===== config.mk =====
export PLATFORM = sky130hd
export DESIGN_NAME = id_ex_skid_stage
export DESIGN_NICKNAME = d
export VERILOG_FILES = /design/src/rtl/id_ex_skid_stage.sv
export SDC_FILE = /design/constraint.sdc
export NUM_CORES = 1
export LEC_CHECK = 0
export BUFFER_PORTS_ARGS = -buffer_cell sky130_fd_sc_hd__clkbuf_2
export CAP_MARGIN = 20
export CORE_ASPECT_RATIO = 1.25
export CORE_MARGIN = 8
export CORE_UTILIZATION = 50
export DETAILED_ROUTE_END_ITERATION = 7
export GPL_TIMING_DRIVEN = 1
export PLACE_DENSITY = 0.74
export SYNTH_ARGS = -nofsm -noshare
export SYNTH_HDL_FRONTEND = slang
export SYNTH_SLANG_ARGS = --single-unit

===== constraint.sdc =====
create_clock -name clk -period 9.7 [get_ports clk]
set_input_delay 0.97 -clock clk [delete_from_list [all_inputs] [get_ports clk]]
set_output_delay 0.97 -clock clk [all_outputs]
set_load 0.005 [all_outputs]

===== src/rtl/id_ex_skid_stage.sv =====
// id_ex_skid_stage
// ----------------
// Generic pipeline stage register with a valid/ready handshake and a
// two-entry skid buffer. It can sit between any two pipeline stages. The
// control field is replaced by a bubble value on flush or when the stage is
// empty. The data field is never rewritten by a flush.
//
// Ports:
//   clk        in   rising-edge clock
//   rst        in   asynchronous active-high reset
//   flush      in   kill all held entries (branch/jump redirect)
//   in_valid   in   upstream entry present
//   in_ready   out  stage can accept (registered)
//   in_ctrl    in   upstream control field   [CTRL_W]
//   in_data    in   upstream payload         [DATA_W]
//   out_valid  out  output entry present
//   out_ready  in   downstream accepts
//   out_ctrl   out  output control field     [CTRL_W]
//   out_data   out  output payload           [DATA_W]
//   occupancy  out  entries held (0..2)
//   stall_cnt  out  saturating count of back-pressured cycles [CNT_W]
module id_ex_skid_stage #(
   parameter int                CTRL_W      = 8,
   parameter int                DATA_W      = 128,
   parameter logic [CTRL_W-1:0] CTRL_BUBBLE = '0,
   parameter int                CNT_W       = 16
) (
   input  logic              clk,
   input  logic              rst,
   input  logic              flush,
   input  logic              in_valid,
   output logic              in_ready,
   input  logic [CTRL_W-1:0] in_ctrl,
   input  logic [DATA_W-1:0] in_data,
   output logic              out_valid,
   input  logic              out_ready,
   output logic [CTRL_W-1:0] out_ctrl,
   output logic [DATA_W-1:0] out_data,
   output logic [1:0]        occupancy,
   output logic [CNT_W-1:0]  stall_cnt
);

   typedef enum logic [1:0] {
      EMPTY = 2'd0,
      ONE   = 2'd1,
      FULL  = 2'd2
   } state_t;

   state_t              state_reg;
   state_t              state_next;
   logic                in_ready_reg;
   logic [CTRL_W-1:0]   main_ctrl_reg;
   logic [DATA_W-1:0]   main_data_reg;
   logic [CTRL_W-1:0]   skid_ctrl_reg;
   logic [DATA_W-1:0]   skid_data_reg;
   logic [CNT_W-1:0]    stall_cnt_reg;

   logic in_fire;
   logic out_fire;
   logic load_main;
   logic load_skid;
   logic main_from_skid;

   assign out_valid = (state_reg != EMPTY);
   assign in_fire   = in_valid & in_ready_reg;
   assign out_fire  = out_valid & out_ready;

   // Next-state and load decisions. Flush overrides everything: an in-fire
   // in the flush cycle is dropped, while an out-fire is left to the
   // downstream stage, which has already seen valid & ready.
   always_comb begin
      state_next     = state_reg;
      load_main      = 1'b0;
      load_skid      = 1'b0;
      main_from_skid = 1'b0;
      if (flush) begin
         state_next = EMPTY;
      end else begin
         case (state_reg)
            EMPTY: begin
               if (in_fire) begin
                  load_main  = 1'b1;
                  state_next = ONE;
               end
            end
            ONE: begin
               if (in_fire && out_fire) begin
                  load_main = 1'b1;
               end else if (in_fire) begin
                  load_skid  = 1'b1;
                  state_next = FULL;
               end else if (out_fire) begin
                  state_next = EMPTY;
               end
            end
            FULL: begin
               // in_ready is low here, so no in-fire can happen.
               if (out_fire) begin
                  main_from_skid = 1'b1;
                  state_next     = ONE;
               end
            end
            default: state_next = EMPTY;
         endcase
      end
   end

   always_ff @(posedge clk or posedge rst) begin
      if (rst) begin
         state_reg     <= EMPTY;
         in_ready_reg  <= 1'b1;
         main_ctrl_reg <= CTRL_BUBBLE;
         main_data_reg <= '0;
         skid_ctrl_reg <= CTRL_BUBBLE;
         skid_data_reg <= '0;
         stall_cnt_reg <= '0;
      end else begin
         state_reg    <= state_next;
         // Registered ready: no combinational path from out_ready upstream.
         in_ready_reg <= (state_next != FULL);

         if (flush) begin
            main_ctrl_reg <= CTRL_BUBBLE;
            skid_ctrl_reg <= CTRL_BUBBLE;
         end else begin
            if (load_main) begin
               main_ctrl_reg <= in_ctrl;
               main_data_reg <= in_data;
            end else if (main_from_skid) begin
               main_ctrl_reg <= skid_ctrl_reg;
               main_data_reg <= skid_data_reg;
            end
            if (load_skid) begin
               skid_ctrl_reg <= in_ctrl;
               skid_data_reg <= in_data;
            end
         end

         // Saturating back-pressure counter; deliberately unaffected by flush.
         if (out_valid && !out_ready && (stall_cnt_reg != {CNT_W{1'b1}})) begin
            stall_cnt_reg <= stall_cnt_reg + CNT_W'(1);
         end
      end
   end

   assign in_ready  = in_ready_reg;
   assign out_ctrl  = out_valid ? main_ctrl_reg : CTRL_BUBBLE;
   assign out_data  = main_data_reg;
   assign stall_cnt = stall_cnt_reg;
   assign occupancy = (state_reg == FULL) ? 2'd2 :
                      (state_reg == ONE)  ? 2'd1 : 2'd0;

endmodule


### Word level (Yosys, flattened, before mapping)

Index checks and enable logic that the tools add are counted.

| cells by class | value |
|---|---|
| divide/modulo/power cells | 0 |
| multipliers | 0 |
| reductions and logical operators | 11 |
| order comparisons | 0 |
| shift operators | 0 |
| eq/ne operators | 4 |
| bitwise operators | 3 |
| add/sub/neg operators | 1 |
| multiplexer cells | 27 |

Operators with widths:

| kind | number |
|---|---|
| 128-bit two-way mux | 2 |
| 8-bit two-way mux | 6 |
| 16-bit by 1-bit adder with 16-bit output, second input constant | 1 |
| 16-bit != test, second input constant | 1 |
| 2-bit two-way mux | 7 |
| 1-bit two-way mux | 10 |
| 2-bit one-hot mux with 3 select lines | 1 |
| 2-bit nonzero test | 3 |
| 2-bit AND reduction | 2 |
| 1-bit logical AND | 3 |
| 3-bit nonzero test | 1 |
| 1-bit AND | 2 |
| 2-bit by 1-bit == test with 1-bit output, second input constant | 1 |
| 2-bit == test, second input constant | 1 |
| 2-bit zero test | 1 |
| 2-bit != test, second input constant | 1 |
| 1-bit one-hot mux with 2 select lines | 1 |
| 1-bit zero test | 1 |
| 1-bit NOT | 1 |

| word-level totals | value |
|---|---|
| input port bits | 141 |
| register bits after elaboration | 291 |
| memory bits (read-only) | 0 |
| bits in latches | 0 |
| logic and storage cells | 53 |
| memories | 0 |
| output and inout port bits | 156 |
| bits in writable memories | 0 |

### Depth between registers and ports, before layout

Gate-level depths: netlist of the first run.

| logic depth | value |
|---|---|
| word-level depth | 8 |
| gate-level depth with buffers | 8 |
| mapped depth without buffers | 5 |

### Worst setup path after synthesis of the first run

No wires, ideal clock.

| timing path | value |
|---|---|
| kind | input to register |
| from | input in_valid |
| to | register skid_data_reg[79] |
| path slack | 7.497 ns |
| buffers on the path | 2 |
| required time | 9.575 ns |
| setup time | 0.125 ns |
| data arrival time | 2.078 ns |
| cell stages on the path | 5 |
| cell sequence | nand4b_1 nor3_1 buf_2 buf_2 mux2_2 |

| on the way | value |
|---|---|
| longest elaborated chain between the ends | 6 |
| elaborated cells on any way between the ends | 7 |
| classes of those cells | 4 x mux; 1 x bitwise; 2 x reduce/logical |

Ends and longest elaborated chain:

| what | line | text |
|---|---|---|
| from (decl) | 31 | `input logic in_valid,` |
| 1-bit AND (*) | 65 | `assign in_fire = in_valid & in_ready_reg;` |
| 1-bit two-way mux / 1-bit logical AND (equally long branches) | 89, 87 |  |
| 1-bit two-way mux (*) | 87 | `if (in_fire && out_fire) begin` |
| 1-bit two-way mux (*) | 79 | `case (state_reg)` |
| 1-bit two-way mux (*) | 76 | `if (flush) begin` |
| 2-bit AND reduction (no line) (*) | - |  |
| to (signal assigned) | 135 | `skid_data_reg <= in_data;` |
| to (decl) | 55 | `logic [DATA_W-1:0] skid_data_reg;` |

Mark *: on every way between the ends. The rest lies on a longest branch, timed or not.
A chain may end at the register's enable or synchronous reset.

### Worst setup path after layout of the first run

| timing path | value |
|---|---|
| from | input out_ready |
| to | register main_data_reg[17] (netlist: out_data[17]) |

| on the way | value |
|---|---|
| longest elaborated chain between the ends | 7 |
| elaborated cells on any way between the ends | 11 |
| classes of those cells | 7 x mux; 1 x bitwise; 3 x reduce/logical |

Ends and longest elaborated chain:

| what | line | text |
|---|---|---|
| from (decl) | 36 | `input logic out_ready,` |
| 1-bit AND (*) | 66 | `assign out_fire = out_valid & out_ready;` |
| 1-bit logical AND | 87 |  |
| 1-bit two-way mux | 87 |  |
| 1-bit one-hot mux with 2 select lines | 79 |  |
| 1-bit two-way mux | 76 |  |
| 2-bit nonzero test (no line) | - |  |
| 2-bit AND reduction (no line) | - |  |
| to (signal assigned) | 128 | `main_data_reg <= in_data;` |
| to (signal assigned) | 131 | `main_data_reg <= skid_data_reg;` |
| to (decl) | 53 | `logic [DATA_W-1:0] main_data_reg;` |

Marks and branches as above.

==> impl_metrics.json, run 1 <==
{
  "run_status": "complete, no violations",
  "worstMarginPinSlew_ps": 1081,
  "rows": 63,
  "crit_path_max_fanout": 74,
  "cts_tree": "built",
  "post_dp_cell_area_um2": 13610,
  "fill_cells": 1816,
  "skew_ps": 12.28,
  "crit_type": "in2reg",
  "hold_viol_final": 0,
  "clk_latency_ps": 540,
  "reg2reg_to": "out_data[17]$_DFFE_PP0P_",
  "dr.max_layer_used": "met5",
  "finalCriticalPeriod_ps": 3399,
  "routed-wl-met3_mm": 2.334,
  "start_kind": "input pin",
  "fin_crit_sh_pct": 35.04,
  "fp.dieW_um": 154.6,
  "stdcell_area_um2": 14590,
  "track_usage_pct": 20.65,
  "final_common_cell": "clkbuf_2",
  "dp_cells": 1401,
  "synth_nets": 1020,
  "synth_cells": 878,
  "rsz0062_at_grt": "no",
  "routed_wl_mm": 31.00,
  "r2r_start": "state_reg[0]$_DFF_PP0_",
  "ff_latch_area_um2": 7283,
  "dp_hpwl_mm": 19.56,
  "grt_pass1_wl_mm": 49.65,
  "required_ps": 10090,
  "clock-sinks": 291,
  "finalSetupTns_ps": 0,
  "grt_pass1_vias": 8975,
  "yosys_register_bits": 291,
  "slew_headroom_pct": 27.94,
  "postCtsHoldBufs": 0,
  "wl_met2_mm": 14.58,
  "synth_cell_types": 42,
  "start_util_pct": 50.76,
  "instances_no_fill": 1457,
  "grt_max_degree": 153,
  "slew_viol_final": 0,
  "synth_ff_type": "dfrtp_1",
  "post_cts_resize_count": 0,
  "nets": 1283,
  "io_buffers": 296,
  "coreArea_um2": 23650,
  "antenna_found_initial": 2,
  "syn_avg_cell_area_um2": 13.67,
  "met1Wirelength_mm": 13.61,
  "path_clk_slew_ps": 70,
  "final_cell_mix": "clkbuf_2, dfrtp_1, mux2_2, a22oi_1, o2bb2ai_1",
  "arrival_ps": 3790,
  "crit_start": "out_ready",
  "die_h_um": 189.2,
  "worst_r2r_path_depth": 7,
  "post_cts_buffers": 0,
  "firstDrtPassIters": 5,
  "cts.path.max_buffers": 3,
  "via_count": 8623,
  "cts_made_buffers": 29,
  "root_buffer": "clkbuf_16",
  "ioPinCount": 297,
  "synth_area_leaders": "dfrtp_1, mux2_2, o2bb2ai_1",
  "htreeDepth": 1,
  "yosys.area.top_type": "dfrtp_1",
  "die_area_um2": 29250,
  "synth-async-reset-ratio_pct": 100.0,
  "cp-endpoint": "out_data[17]$_DFFE_PP0P_",
  "cap_viol_max_count": 0,
  "end_kind": "register",
  "synth_edf_count": 0,
  "drive_gt1_share_pct": 42.53,
  "hold_class": "in2async",
  "gp_congestion": 0.7944,
  "grt-ovfl-total": 0,
  "drt_iter0_drc": 484,
  "wl_per_cell_um": 21.28,
  "ff2ff_setup_slack_ps": 6410,
  "ys_seq_area_share_pct": 60.68,
  "area_growth_pct": 21.59,
  "via_per_inst": 5.918,
  "setup_viol": 0,
  "antenna_left": 0,
  "holdWs_ps": 390.1,
  "vdd_ir_drop_max_mv": 0.1256,
  "yosysTopAreaCellShare_pct": 60.46,
  "leakagePower_nw": 6.724,
  "multiInputGateArea_um2": 4359,
  "p_per_area_nw_per_um2": 228.1,
  "remaining_drc_errors": 0,
  "max_freq_ghz": 0.2942,
  "netlist_area_um2": 12000,
  "ys_warn_count": 0
}
-- cells by family after synthesis --
family / after synthesis / synth area share (%)
xor gates and xnor gates: 14 / 1.022
adders and majority gates: 1 / 0.1042
muxes: 145 / 13.44
buffers and inverters: 83 / 3.200
DFF: 291 / 60.68
AOI/OAI and AO/OA: 280 / 18.70
and+or+nand+nor: 64 / 2.856
-- metrics by stage --
stage                     power (W)  setup WS (ps)  util [%]
after floorplan            0.001971          697.6         -
after global placement     0.002203           5899     57.55
after detailed placement   0.002231           5851     57.55
after CTS                  0.003364           6410     61.59
after global routing       0.003494           6204     61.71
final                      0.003329           6301     61.71
-- report_power, final --
| part | total (W) | internal (W) | switching (W) |
|---|---|---|---|
| clock network | 0.00112 | 0.000645 | 0.000477 |
| registers | 0.00165 | 0.00149 | 0.000167 |
| logic | 0.000554 | 0.000308 | 0.000246 |
-- layout make-up --
| class | count | share of cell area (%) |
|---|---|---|
| Antenna cell | 1 | 0.01715 |
| Clock buffer | 40 | 5.598 |
| Clock inverter | 14 | 0.9516 |
| Inverter | 7 | 0.2315 |
| Multi-Input combinational cell | 504 | 29.87 |
| Sequential cell | 291 | 49.91 |
| Tap cell | 292 | 2.503 |
| Timing Repair Buffer | 308 | 10.92 |
-- worst min-delay path by stage --
stage	endpoint	slack, ps	cells past startpoint	from
2_1_floorplan	out_data[0]$_DFFE_PP0P_	480	1	out_data[0]$_DFFE_PP0P_
3_3_place_gp	out_data[11]$_DFFE_PP0P_	470	1	out_data[11]$_DFFE_PP0P_
3_5_place_dp	out_data[58]$_DFFE_PP0P_	470	1	out_data[58]$_DFFE_PP0P_
4_1_cts	out_data[99]$_DFFE_PP0P_	490	1	out_data[99]$_DFFE_PP0P_
5_1_grt	out_data[26]$_DFFE_PP0P_	400	2	rst
6_report	out_data[26]$_DFFE_PP0P_	390	2	rst
-- per-layer routing --
layer,vias up,track usage [%]
met1,4380,28.47
met5,-,0
li1,3886,-
met4,2,4.494
met3,40,5.087
met2,315,32.60
-- worst max-delay path, cell delays in order --
cell and delay (ps):
clkbuf_2 160, nand2b_1 180, nor3b_2 180, buf_4 620, buf_4 710, o21bai_4 70, buf_4 360, o2bb2ai_1 260
-- cell usage after synthesis, types with 7 or more instances --
cell / count
a211oi_1: 8
nor2b_1: 9
dfrtp_1: 290
o2bb2ai_1: 128
a22oi_1: 128
mux2_2: 128
nor2_1: 22
buf_2: 49
xnor2_1: 9
clkbuf_1: 22
inv_1: 7
mux2i_1: 16
nand2_1: 7
No activity file was read; power rests on OpenSTA's default activity.
==> run 2, diff against run 1 <==
--- a/config.mk
+++ b/config.mk
@@ -9,7 +9,7 @@
 export CAP_MARGIN = 20
 export CORE_ASPECT_RATIO = 1.25
 export CORE_MARGIN = 8
-export CORE_UTILIZATION = 50
+export CORE_UTILIZATION = 48
 export DETAILED_ROUTE_END_ITERATION = 7
 export GPL_TIMING_DRIVEN = 1
 export PLACE_DENSITY = 0.74
==> constraint.sdc (replaced) <==
create_clock -name clk -period 2.9 [get_ports clk]
set_input_delay 0.29 -clock clk [delete_from_list [all_inputs] [get_ports clk]]
set_output_delay 0.29 -clock clk [all_outputs]
set_load 0.005 [all_outputs]
==> impl_metrics.json, run 2 (synthesis gave the netlist of run 1 again) <==
{
  "via_per_inst": 5.658,
  "slew_headroom_pct": 48.47,
  "gr-usage-met2_pct": 34.54,
  "cp_slowest_cell": "o21bai_4",
  "die_area_um2": 30350,
  "cpPeakStageDelay_ps": 520,
  "grt_busiest_layer": "met2",
  "holdPathEnd": "skid_data_reg[117]$_DFFE_PP0P_",
  "required_ps": 3350,
  "leakagePower_nw": 7.104,
  "slew_viol_final": 0,
  "hold_class": "in2reg",
  "ff2ff_setup_slack_ps": 820,
  "final_common_cell": "clkbuf_2",
  "rows": 64,
  "multiInputGateArea_um2": 4359,
  "reg2reg_to": "out_data[0]$_DFFE_PP0P_",
  "dp_hpwl_mm": 21.21,
  "globalRouteMet3Util_pct": 4.683,
  "cap_viol_max_count": 0,
  "skew_ps": 18.54,
  "cts.path.max_buffers": 3,
  "path_clk_slew_ps": 70,
  "crit_path_max_fanout": 61,
  "start_kind": "register",
  "vdd_ir_drop_max_mv": 0.5287,
  "worst_slack_ps": 817.4,
  "diodes": 0,
  "wl_per_cell_um": 20.64,
  "die_h_um": 192.8,
  "gr-usage-met1_pct": 27.40,
  "remaining_drc_errors": 0,
  "worstMarginPinSlew_ps": 772.9,
  "final_cell_mix": "clkbuf_2, dfrtp_1, mux2_2, a22oi_1, o2bb2ai_1",
  "total_power_w": 0.01123,
  "r2r_start": "state_reg[0]$_DFF_PP0_",
  "grt_max_degree": 95,
  "run_status": "complete, no violations",
  "routed_wl_mm": 32.47,
  "track_usage_pct": 20.91,
  "start_util_pct": 48.98,
  "io_buffers": 296,
  "grt_pass1_vias": 9492,
  "crit_type": "reg2reg",
  "hp-start": "in_data[117]",
  "firstDrtPassIters": 5,
  "fin_crit_sh_pct": 71.82,
  "antenna_left": 0,
  "setup_viol": 0,
  "ioPinCount": 297,
  "coreArea_um2": 24500,
  "antenna_found_initial": 1,
  "path_delay_family": "compound AO/OA/AOI/OAI gates",
  "clk_latency_ps": 540,
  "finalCriticalPeriod_ps": 2083,
  "grt-ovfl-total": 0,
  "end_kind": "register",
  "min_path_cells": 2,
  "post_cts_buffers": 0,
  "drive_gt1_share_pct": 40.63,
  "arrival_ps": 2530,
  "grt_pass1_wl_mm": 51.22,
  "htreeDepth": 1,
  "clock-sinks": 291,
  "rsz0062_at_grt": "no",
  "cts_tree": "built",
  "fill_cells": 1850,
  "fp.dieW_um": 157.4,
  "drt_iter0_drc": 438,
  "root_buffer": "clkbuf_16",
  "pre_cts_slack_ps": 804.1,
  "hold_viol_final": 0,
  "area_growth_pct": 29.35,
  "worst-path-buf-inv": 2,
  "via_count": 8900,
  "worst_r2r_path_depth": 6,
  "path_cells": "nand2b_1 -> inv_1 -> and2_4 -> o21bai_4 -> buf_12 -> o2bb2ai_1",
  "nets": 1364,
  "ff_latch_area_um2": 7283,
  "max_freq_ghz": 0.4802,
  "p_per_area_nw_per_um2": 723.5,
  "gp_congestion": 0.7641,
  "cts_made_buffers": 29
}
run 2: final cells by class:
| class | instances | share of cell area [%] |
|---|---|---|
| tap | 330 | 2.659 |
| inverter | 7 | 0.1934 |
| clock inverter | 8 | 0.4916 |
| multi-input combinational | 504 | 28.08 |
| clock buffer | 44 | 5.617 |
| timing repair buffer | 389 | 16.05 |
| sequential | 291 | 46.91 |
run 2: worst max path at each step:
stage	from	cells after the start	slack, ps	endpoint
after floorplan	rst	1	-1250	main_ctrl_reg[0]$_DFFE_PP0P_
after global placement	state_reg[1]$_DFF_PP0_	6	830	out_data[0]$_DFFE_PP0P_
after detailed placement	state_reg[1]$_DFF_PP0_	6	800	out_data[67]$_DFFE_PP0P_
after CTS	state_reg[0]$_DFF_PP0_	6	800	out_data[0]$_DFFE_PP0P_
after global routing	state_reg[0]$_DFF_PP0_	6	680	out_data[0]$_DFFE_PP0P_
final	state_reg[0]$_DFF_PP0_	6	820	out_data[0]$_DFFE_PP0P_
run 2: stage by stage:
stage	cell area, µm²	std cells	TNS (ps)	util (%)	hold slack, ps
6_report	15530	1573	0	63.36	18.47
3_5_place_dp	13890	1452	0	56.67	288.2
3_3_place_gp	13890	1452	0	56.67	279.1
4_1_cts	15530	1573	0	63.36	0.1871
5_1_grt	15530	1573	0	63.36	0.3940
2_1_floorplan	12010	878	-362820	-	411.0
run 2: power breakdown:
group	total (W)	switching [W]	leakage, nW	internal [W]
combinational	0.00197	0.000856	3.00	0.00112
sequential	0.00555	0.000572	3.63	0.00498
clock	0.00371	0.00155	0.465	0.00216
run 2: layer usage:
layer	share of wire, %	up-vias
met5	0	-
met4	2.0	0
met3	7.6	48
met2	49	314
met1	42	4495
li1	-	4043
run 2: repair_timing:
action | in CTS | in global routing
hold endpoints to repair | 74 | 0
gates resized for setup | 0 | 0
hold buffers | 69 | 0
==> run 3, diff against run 2 <==
--- a/config.mk
+++ b/config.mk
@@ -5,14 +5,15 @@
 export SDC_FILE = /design/constraint.sdc
 export NUM_CORES = 1
 export LEC_CHECK = 0
+export ABC_AREA = 1
 export BUFFER_PORTS_ARGS = -buffer_cell sky130_fd_sc_hd__clkbuf_2
 export CAP_MARGIN = 20
 export CORE_ASPECT_RATIO = 1.25
 export CORE_MARGIN = 8
-export CORE_UTILIZATION = 48
+export CORE_UTILIZATION = 50
 export DETAILED_ROUTE_END_ITERATION = 7
 export GPL_TIMING_DRIVEN = 1
-export PLACE_DENSITY = 0.74
+export PLACE_DENSITY = 0.73
 export SYNTH_ARGS = -nofsm -noshare
 export SYNTH_HDL_FRONTEND = slang
 export SYNTH_SLANG_ARGS = --single-unit
==> constraint.sdc (replaced) <==
create_clock -name clk -period 2.05 [get_ports clk]
set_input_delay 0.205 -clock clk [delete_from_list [all_inputs] [get_ports clk]]
set_output_delay 0.205 -clock clk [all_outputs]
set_load 0.005 [all_outputs]
==> impl_metrics.json, run 3 <==
{
  "synth_nets": 1666,
  "syn_avg_cell_area_um2": 8.281,
  "synth_ff_type": "dfrtp_1",
  "rows": 65,
  "synth_area_leaders": "dfrtp_1, nand2_1, nand3_1",
  "skew_ps": 16.91,
  "clock-sinks": 291,
  "worst-path-buf-inv": 1,
  "wl_per_cell_um": 16.40,
  "drt_iter0_drc": 898,
  "grt_pass1_wl_mm": 61.25,
  "via_count": 11960,
  "leakagePower_nw": 8.896,
  "cts_tree": "built",
  "path_clk_slew_ps": 60,
  "crit_path_max_fanout": 128,
  "instances_no_fill": 2286,
  "antenna_left": 0,
  "final_common_cell": "nand2_1",
  "yosysTopAreaCellShare_pct": 57.51,
  "routed_wl_mm": 37.48,
  "required_ps": 2460,
  "synth-async-reset-ratio_pct": 100.0,
  "synth_cells": 1524,
  "yosysMostFrequentCell": "nand2_1",
  "area_growth_pct": 33.36,
  "die_area_um2": 30610,
  "grt_max_degree": 129,
  "path_delay_family": "simple AND/OR/NAND/NOR gates",
  "cp_slowest_cell": "dfstp_2",
  "end_kind": "register",
  "clk_latency_ps": 550,
  "crit_type": "reg2reg",
  "root_buffer": "clkbuf_16",
  "ys_warn_count": 0,
  "rsz0062_at_grt": "no",
  "crit_top_cell": "nand3_1",
  "vdd_ir_drop_max_mv": 0.7082,
  "start_util_pct": 50.38,
  "remaining_drc_errors": 0,
  "worst_slack_ps": 90.97,
  "cpPeakStageDelay_ps": 520,
  "synth_cell_types": 25,
  "fp.dieW_um": 158.1,
  "via_per_inst": 5.232,
  "yosys_register_bits": 291,
  "grt_pass1_vias": 12010,
  "fin_crit_sh_pct": 95.56,
  "htreeDepth": 1,
  "track_usage_pct": 24.28,
  "fill_cells": 1961,
  "cts_made_buffers": 29,
  "finalSetupTns_ps": 0,
  "hold_viol_final": 0,
  "start_kind": "register",
  "post_cts_buffers": 0,
  "slew_viol_final": 0,
  "firstDrtPassIters": 5,
  "slew_headroom_pct": 40.73,
  "total_power_w": 0.01730,
  "max_freq_ghz": 0.5105,
  "run_status": "complete, no violations",
  "cap_viol_max_count": 0,
  "cts.path.max_buffers": 3,
  "dp_cells": 2093,
  "ys_seq_area_share_pct": 57.71,
  "io_buffers": 296,
  "final_core_util_pct": 67.19,
  "nets": 2069,
  "dp_hpwl_mm": 22.92,
  "drive_gt1_share_pct": 20.21,
  "synth_commonest_cells": "nand2_1, dfrtp_1, nand3_1",
  "setup_viol": 0,
  "coreArea_um2": 25050,
  "die_h_um": 193.6,
  "pre_cts_slack_ps": 176.8,
  "worstMarginPinSlew_ps": 889.0,
  "finalCriticalPeriod_ps": 1959,
  "netlist_area_um2": 12620,
  "p_per_area_nw_per_um2": 1028,
  "yosys.area.top_type": "dfrtp_1",
  "arrival_ps": 2370,
  "hold_class": "in2reg",
  "final_cell_mix": "nand2_1, clkbuf_2, dfrtp_1",
  "postCtsHoldBufs": 138,
  "grt-ovfl-total": 0,
  "path_cells": "nand2_1 -> nor2_1 -> nand3_4 -> buf_12 -> nand3_1 -> nand3_1",
  "antenna_found_initial": 1,
  "gp_congestion": 0.7920,
  "synth_edf_count": 0,
  "ioPinCount": 297,
  "post_cts_resize_count": 0
}
## run 3: cell count changes after synthesis, moves of 9 or more
cell,change
o2bb2ai_1,-128
a22oi_1,-128
mux2i_1,-16
mux2_2,-128
nand2_1,+764
nand3_1,+271
inv_1,+20
clkbuf_1,-20
buf_4,+21
nor2b_1,-9
buf_2,-9
buf_6,+11
buf_1,+10
nand4_1,+13
## run 3: power by group
group	switching, W	internal, W
clock	0.00228	0.00362
sequential	0.000945	0.00721
combinational	0.00174	0.00151
total	0.00496	0.0123
## run 3: cells by family after synthesis
kind of cell,share of synthesized area (%)
AO/OA/AOI/OAI,0.4957
XOR/XNOR,0.4858
adder cells (fa/ha/maj),0.09913
flip-flops,57.71
AND/OR/NAND/NOR,35.87
buffers and inverters,5.334
## run 3: metrics by stage
| step | area [µm²] | hold slack (ps) |
|---|---|---|
| global route | 16830 | 51.93 |
| floorplan | 12620 | 314.6 |
| global placement | 14370 | 111.9 |
| CTS | 16830 | 0.3646 |
| finish | 16830 | 27.62 |
| detailed placement | 14370 | 113.9 |
## run 3: path summary, 6_finish.rpt
| kind | startpoint | to | slack (ps) | depth (start not counted) |
|---|---|---|---|---|
| worst max-delay path | in_ready$_DFF_PP1_ | out_data[115]$_DFFE_PP0P_ | 90 | 6 |
| worst min-delay path | in_valid | state_reg[0]$_DFF_PP0_ | 30 | 4 |
| worst max register to register | in_ready$_DFF_PP1_ | out_data[115]$_DFFE_PP0P_ | 90 | 6 |
| worst min register to register | skid_data_reg[97]$_DFFE_PP0P_ | skid_data_reg[97]$_DFFE_PP0P_ | 480 | 2 |
| max in group asynchronous | rst | out_data[15]$_DFFE_PP0P_ | 1090 | 4 |
| min in group asynchronous | rst | out_data[95]$_DFFE_PP0P_ | 110 | 3 |
## run 3: routing by layer
metal	wire, µm	global-route usage (%)
met5	0	0
met2	18360	39.68
met1	14480	30.72
met3	2818	3.657
met4	1820	12.25
## run 3: cell type report
cell class                 instances  area (µm²)  share of cell area, %
sequential                       291        7283                  43.28
inverter                          31       127.6                 0.7583
clock inverter                    21       297.8                  1.769
multi-input combinational       1113        4691                  27.87
timing repair buffer             461        3228                  19.18
clock buffer                      33       780.7                  4.639
tap                              335       419.2                  2.491
antenna                            1       2.502                0.01487
## run 3: worst reg2reg max path: stages, from the launching register on
cell and delay, ps:
dfstp_2 520, nand2_1 70, nor2_1 350, nand3_4 150, buf_12 230, nand3_1 420, nand3_1 90
